[src/rtl/imem_port_arbiter.sv]
// Arbitrates the instruction-memory port between fetch (read-only) and loader (read/write).
// Optional build macro: IMEM_ARB_MISALIGN_CHECK_EN rejects fetches whose address is not word aligned.
module imem_port_arbiter #(
    parameter int DATA_WIDTH = 32,
    parameter int ADDR_WIDTH = 32,
    parameter int MAX_WAIT   = 8
) (
    input  logic                    clk_i,
    input  logic                    rst_i,
    input  logic                    f_req_i,
    input  logic [ADDR_WIDTH-1:0]   f_addr_i,
    output logic                    f_gnt_o,
    output logic                    f_rvalid_o,
    output logic [DATA_WIDTH-1:0]   f_rdata_o,
    output logic                    f_err_o,
    input  logic                    l_req_i,
    input  logic                    l_we_i,
    input  logic [DATA_WIDTH/8-1:0] l_be_i,
    input  logic [ADDR_WIDTH-1:0]   l_addr_i,
    input  logic [DATA_WIDTH-1:0]   l_wdata_i,
    input  logic                    l_lock_i,
    output logic                    l_gnt_o,
    output logic                    l_rvalid_o,
    output logic [DATA_WIDTH-1:0]   l_rdata_o,
    output logic                    mem_req_o,
    output logic                    mem_we_o,
    output logic [DATA_WIDTH/8-1:0] mem_be_o,
    output logic [ADDR_WIDTH-1:0]   mem_addr_o,
    output logic [DATA_WIDTH-1:0]   mem_wdata_o,
    input  logic [DATA_WIDTH-1:0]   mem_rdata_i,
    output logic                    dbg_lock_o
);
    localparam int N_BYTES = DATA_WIDTH / 8;
    localparam int CW      = $clog2(MAX_WAIT + 1);

    // Handshake: a requester holds req and payload stable until gnt; gnt is combinational and
    // the transfer happens in the gnt cycle. The response (rvalid, rdata) follows one cycle later.
    typedef enum logic {ARB = 1'b0, LOCK = 1'b1} state_t;

    state_t                  state_q, state_d;
    logic [CW-1:0]           wait_q, wait_d;
    logic                    starved;
    logic                    f_win, l_win;
    logic                    f_misalign;
    logic                    f_rvalid_q, l_rvalid_q, err_q;
    logic [DATA_WIDTH-1:0]   rdata_q, rdata_d;

    assign starved = (wait_q == CW'(MAX_WAIT));

`ifdef IMEM_ARB_MISALIGN_CHECK_EN
    assign f_misalign = (f_addr_i[1:0] != 2'b00);
`else
    assign f_misalign = 1'b0;
`endif

    always_comb begin
        state_d = state_q;
        f_win   = 1'b0;
        l_win   = 1'b0;
        if (!rst_i) begin
            case (state_q)
                ARB: begin
                    if (l_req_i && (!f_req_i || starved)) begin
                        l_win = 1'b1;
                        if (l_lock_i) state_d = LOCK;
                    end else if (f_req_i) begin
                        f_win = 1'b1;
                    end
                end
                LOCK: begin
                    // Fetch is shut out; an idle loader cycle or an unlocked grant releases the port.
                    l_win = l_req_i;
                    if (!l_req_i || !l_lock_i) state_d = ARB;
                end
                default: state_d = ARB;
            endcase
        end
    end

    always_comb begin
        wait_d = '0;
        if (l_req_i && !l_win) wait_d = starved ? wait_q : wait_q + CW'(1);
    end

    always_comb begin
        mem_req_o   = 1'b0;
        mem_we_o    = 1'b0;
        mem_be_o    = '0;
        mem_addr_o  = '0;
        mem_wdata_o = '0;
        rdata_d     = mem_rdata_i;
        if (l_win) begin
            mem_req_o   = 1'b1;
            mem_we_o    = l_we_i;
            mem_be_o    = l_we_i ? l_be_i : {N_BYTES{1'b1}};
            mem_addr_o  = l_addr_i;
            mem_wdata_o = l_wdata_i;
            if (l_we_i) rdata_d = '0;
        end else if (f_win) begin
            if (f_misalign) begin
                rdata_d = '0;
            end else begin
                mem_req_o  = 1'b1;
                mem_be_o   = {N_BYTES{1'b1}};
                mem_addr_o = f_addr_i;
            end
        end
    end

    always_ff @(posedge clk_i) begin
        if (rst_i) begin
            state_q    <= ARB;
            wait_q     <= '0;
            f_rvalid_q <= 1'b0;
            l_rvalid_q <= 1'b0;
            err_q      <= 1'b0;
            rdata_q    <= '0;
        end else begin
            state_q    <= state_d;
            wait_q     <= wait_d;
            f_rvalid_q <= f_win;
            l_rvalid_q <= l_win;
            err_q      <= f_win && f_misalign;
            if (f_win || l_win) rdata_q <= rdata_d;
        end
    end

    assign f_gnt_o    = f_win;
    assign l_gnt_o    = l_win;
    assign f_rvalid_o = f_rvalid_q;
    assign l_rvalid_o = l_rvalid_q;
    assign f_rdata_o  = rdata_q;
    assign l_rdata_o  = rdata_q;
    assign f_err_o    = err_q;
    assign dbg_lock_o = (state_q == LOCK);

endmodule

[config.mk]
export PLATFORM = sky130hd
export DESIGN_NAME = imem_port_arbiter
export DESIGN_NICKNAME = d
export VERILOG_FILES = /design/src/rtl/imem_port_arbiter.sv
export SDC_FILE = /design/constraint.sdc
export NUM_CORES = 1
export LEC_CHECK = 0
export ABC_AREA = 1
export BUFFER_PORTS_ARGS = -buffer_cell sky130_fd_sc_hd__buf_4
export CORE_AREA = 2 2 107 109
export CTS_BUF_LIST = sky130_fd_sc_hd__clkbuf_4 sky130_fd_sc_hd__clkbuf_8 sky130_fd_sc_hd__clkbuf_16
export DETAILED_ROUTE_END_ITERATION = 16
export DIE_AREA = 0 0 109 111
export GPL_TIMING_DRIVEN = 1
export PLACE_DENSITY_LB_ADDON = 0.2
export SLEW_MARGIN = 40
export SYNTH_ARGS = -nofsm -noshare
export SYNTH_HDL_FRONTEND = slang
export SYNTH_SLANG_ARGS = --single-unit
[constraint.sdc]
create_clock -name clk_i -period 1.8 [get_ports clk_i]
set_input_delay 0.27 -clock clk_i [delete_from_list [all_inputs] [get_ports clk_i]]
set_output_delay 0.27 -clock clk_i [all_outputs]
set_load 0.01 [all_outputs]
* Yosys cells after proc, flatten, opt, wreduce, memory -nomap -nowiden
Cells that the tools add are included.
Storage, ports and cells: bits in writable memories 0, input port bits 138, memory bits (read-only) 0, bits in latches 0, register bits after elaboration 39, output and inout port bits 140, memories 0
Cells by class: bitwise operators 2, eq/ne operators 1, div/mod/pow operators 0, add/subtract/negate cells 1, shifts and indexed selects 0, $lt $le $gt $ge 0, multipliers 0, mux-type cells 22, reduce and logical (&&, ||, !) cells 10
Operators with widths (number):
- 32-bit 2-to-1 mux | 5
- 1-bit 2-to-1 mux | 12
- 4-bit 2-to-1 mux | 3
- 4-bit by 1-bit adder with 4-bit output, second input constant | 1
- 4-bit equality test, second input constant | 1
- 1-bit zero test | 4
- 1-bit case mux with 2 select lines | 2
- 1-bit logical OR | 3
- 1-bit logical AND | 2
- 1-bit NOT | 2
- 2-bit OR reduction | 1

* Depth between registers and ports, before layout
word-level depth 10, depth in mapped cells 11

* Least setup slack after synthesis
No wires, ideal clock.
path type reg-to-output, from register wait_q[0], to output port mem_addr_o[22], setup slack 0.144 ns, cell stages (with the launch flop) 11, buffers on the path 1, data arrival time 1.386 ns, cell sequence dfxtp_1 > inv_1 > ha_1 > nand3_4 > nand2_1 > nand2_1 > nand2_2 > inv_2 > buf_2 > nand2_1 > nand2_1
On the way: word-level cells in the longest chain between the ends 8, elaborated cells between the ends (all ways) 11, classes of those cells eq/ne (1); mux (8); reduce/logical (2)
Ends and longest elaborated chain:
- from (decl) | line 41 | logic [CW-1:0] wait_q, wait_d;
- from (signal assigned) | line 120 | wait_q <= wait_d;
- 4-bit equality test | line 48 | assign starved = (wait_q == CW'(MAX_WAIT));
- 1-bit logical OR | line 63 | if (l_req_i && (!f_req_i || starved)) begin
- 1-bit logical AND | line 63
- 1-bit 2-to-1 mux | line 63
- 1-bit 2-to-1 mux | line 61 | case (state_q)
- 1-bit 2-to-1 mux | line 60 | if (!rst_i) begin
- net f_gnt_o | line 12 | output logic f_gnt_o,
- 32-bit 2-to-1 mux | line 99 | end else if (f_win) begin
- 32-bit 2-to-1 mux | line 92 | if (l_win) begin
- to (decl) | line 28 | output logic [ADDR_WIDTH-1:0] mem_addr_o,
The timed path passes the listed nets, and every way through them passes these cells.

* Worst setup path in the final report
from register wait_q[0], to output port mem_wdata_o[31]
On the way: word-level cells in the longest chain between the ends 7
Ends and longest elaborated chain:
- 4-bit equality test | line 48
- 1-bit logical OR | line 63
- 1-bit logical AND | line 63
- 1-bit 2-to-1 mux | line 63
- 1-bit case mux with 2 select lines | line 61
- 1-bit 2-to-1 mux | line 60
- 32-bit 2-to-1 mux | line 92
- to (decl) | line 29 | output logic [DATA_WIDTH-1:0] mem_wdata_o,
No other way between the ends.

==> metrics.txt <==
status=finished, violations left; failing checks=setup timing; Nets=873; critical path arrival=between 1.5 and 2 ns; Unique masters post-synth=22; Synth area leaders=dfxtp_1, nand2_1, nor2_1; register area=783 µm²; area growth from synthesis to layout=102%; Final Hold Fails=0; row count=39; critical path class=register to output pin; TritonCTS sink count=39; hold-fix buffers at CTS=0; post-synthesis sequential area ratio=29.0%; Syn Inst Count=471; Initial Utilization=24.3%; Clock Root Buffer=clkbuf_16; gr usage total=16.9%; # H-tree levels=2; Worst VDD drop=between 200 and 300 µV; Util after Layout=between 40% and 50%; placed cells=847; setup repair after global routing missed its margin=yes; Via-to-Cell Ratio=4.05; top-area cell type share of the netlist area=29.0%; DIE WIDTH=109 µm; gr ovfl total=0; clock latency on the worst-skew pair=0.28 ns; pwr dens=554 mW/mm²; clk buf depth=2; post-synthesis xor/xnor area fraction=less than 1%; DR pass1 iterations=4; Starting DRT DRC Count=104; clk_skew=around 0.0076 ns; share of layout cells above drive strength 1=51.9%; Avg Cell Area, Syn=between 5 and 6 µm²; Die Span Y=~110 µm; Worst Path Required=approximately 1.5 ns; clock-pin slew on the worst setup and hold paths=about 0.060 ns; Synth Area in Simple Gates=42.7%; dpl ws=around 0.031 ns; max-cap violations=0; vias in the first global route=between 3000 and 4000; gpl congestion=0.783; Die ar.=around 0.012 mm²; combinational family with the most area after synthesis=simple AND/OR/NAND/NOR gates; period utilization=106%; TritonCTS clock tree=done; Num CTS Buffers=5; CP startpoint kind=register; Top-Level Pins=between 200 and 300; Worst R2R Start=wait_q[0]; drt wl/cell=13.1 µm; proportion of synthesized area in mux cells=0%; CP Max Fanout=10; Detailed Route WL=11500 µm; Slew Viols, Final=0; Post-DRT Antenna Nets=0; Pwr Total=3.02 mW; Antenna Cells=0; setup slack after layout=-0.116 ns; HP Start=l_lock_i; antenna violations before repair=1; Pleak=3.20 nW; routed via count=3553; Post-DP HPWL=8460 µm; Seq cells post-synth=39; Compound-Gate Fraction of Synth Area=1.11%; Setup-failing EPs final=62; filler cell count=1124; Port Buffers=around 280; largest net degree at the start of global routing=33; Cell Area, Synth=0.00270 mm²; Synth area leader=dfxtp_1; core box area=0.0111 mm²; first-pass GRT wire length=15900 µm; kind of end point of the critical path=output pin; fmax=522 MHz; fin cells=877; Ys Warns=0; post-synthesis adder-cell area fraction=0.928%; Worst Hold Class=input port to register; Mapped Nets=611; # DRC=0; fin crit period=1.92 ns; crit path from=wait_q[0]; area of the multi-input gates=0.00141 mm²
## Yosys cell counts
cell type	n
inv_4	1
buf_2	11
xor2_1	1
conb_1	1
nand2_1	171
inv_1	77
nand4_1	2
nand2_2	2
buf_6	6
nand3b_1	1
dfxtp_1	39
o21ai_0	4
nand3_2	1
buf_4	35
ha_1	2
nand3_4	2
nor3_1	1
inv_2	4
nand2_4	2
nand3_1	6
nor2_1	100
a21oi_1	2
## worst max-delay path, cell delays in order (launching register included)
cell and delay [ns]:
dfxtp_2 0.32, inv_2 0.07, ha_4 0.15, nand3_4 0.08, nand3_4 0.12, nand2_8 0.08, buf_8 0.16, buf_16 0.15
nor2_1 0.09, buf_4 0.13
## state kept, by name, indices dropped and copies added, names as in the netlist
register and flops:
f_rvalid_o 1, l_rvalid_o 1, f_rdata_o 32, dbg_lock_o 1, wait_q 4
## cells in the final DEF, fill, tap and decap left out, types with 5 or more instances in the layout
cell / netlist / final
buf_12: 0 / 5
buf_4: 35 / 267
buf_6: 6 / 27
clkbuf_16: 0 / 8
dfxtp_1: 39 / 37
inv_1: 77 / 75
nand2_1: 171 / 156
nand2_2: 2 / 16
nand3_1: 6 / 6
nor2_1: 100 / 70
nor2_2: 0 / 23
nor2_4: 0 / 7
## repair_timing
item                                    in CTS  in global routing
pin swaps                                    2                  8
gates cloned                                 5                  4
endpoints found under the setup margin      71                 72
resized for setup                           67                 41
buffers inserted                            10                  6
## per-stage QoR
stage	setup TNS (ns)	cell area (µm²)	hold WS, ns
6_report	-4.91	5450	0.226
5_1_grt	-10.16	5450	0.226
4_1_cts	-6.09	5260	0.221
3_5_place_dp	0	4680	0.499
3_3_place_gp	0	4680	0.491
2_1_floorplan	0	2700	0.382
## path summary, 6_finish.rpt
path	end	slack (ns)	cells after the start
worst max-delay path	mem_wdata_o[31]	-0.12	9
worst min-delay path	dbg_lock_o	0.23	3
worst max register to register	wait_q[0]	0.11	11
worst min register to register	f_rdata_o[21]	0.50	2
## power breakdown
group	switching [mW]	total [mW]	internal, mW	leakage [nW]
Combinational	0.509	1.15	0.646	2.81
Sequential	0.0564	0.989	0.933	0.322
Clock	0.347	0.873	0.526	0.0703
Total	0.913	3.02	2.10	3.20
## layer usage
layer | vias up | global-route usage (%) | wire length (µm) | part of all wire (%)
met1 | 1542 | 17.0 | 4120 | 36
li1 | 1836 | - | - | -
met4 | 2 | 4.10 | 174 | 1.5
met3 | 17 | 5.53 | 1180 | 10
met5 | - | 0 | 13 | 0.11
met2 | 156 | 32.5 | 6030 | 52
## logic make-up after synthesis
logic type	after synthesis
AND/OR/NAND/NOR	288
adder cells (fa/ha/maj)	2
other	1
XOR/XNOR	1
AO/OA/AOI/OAI	6
buffers and inverters	134
flip-flops	39
## area by class of cell
cell class	count	area share, %
flip-flops and latches	39	14.4
clock buffers	6	2.43
repair buffers	307	47.9
multi-input cells	298	25.8
well taps	143	3.28
inverters	82	5.97
clock inverters	2	0.230
No activity file was read; power rests on OpenSTA's default activity.
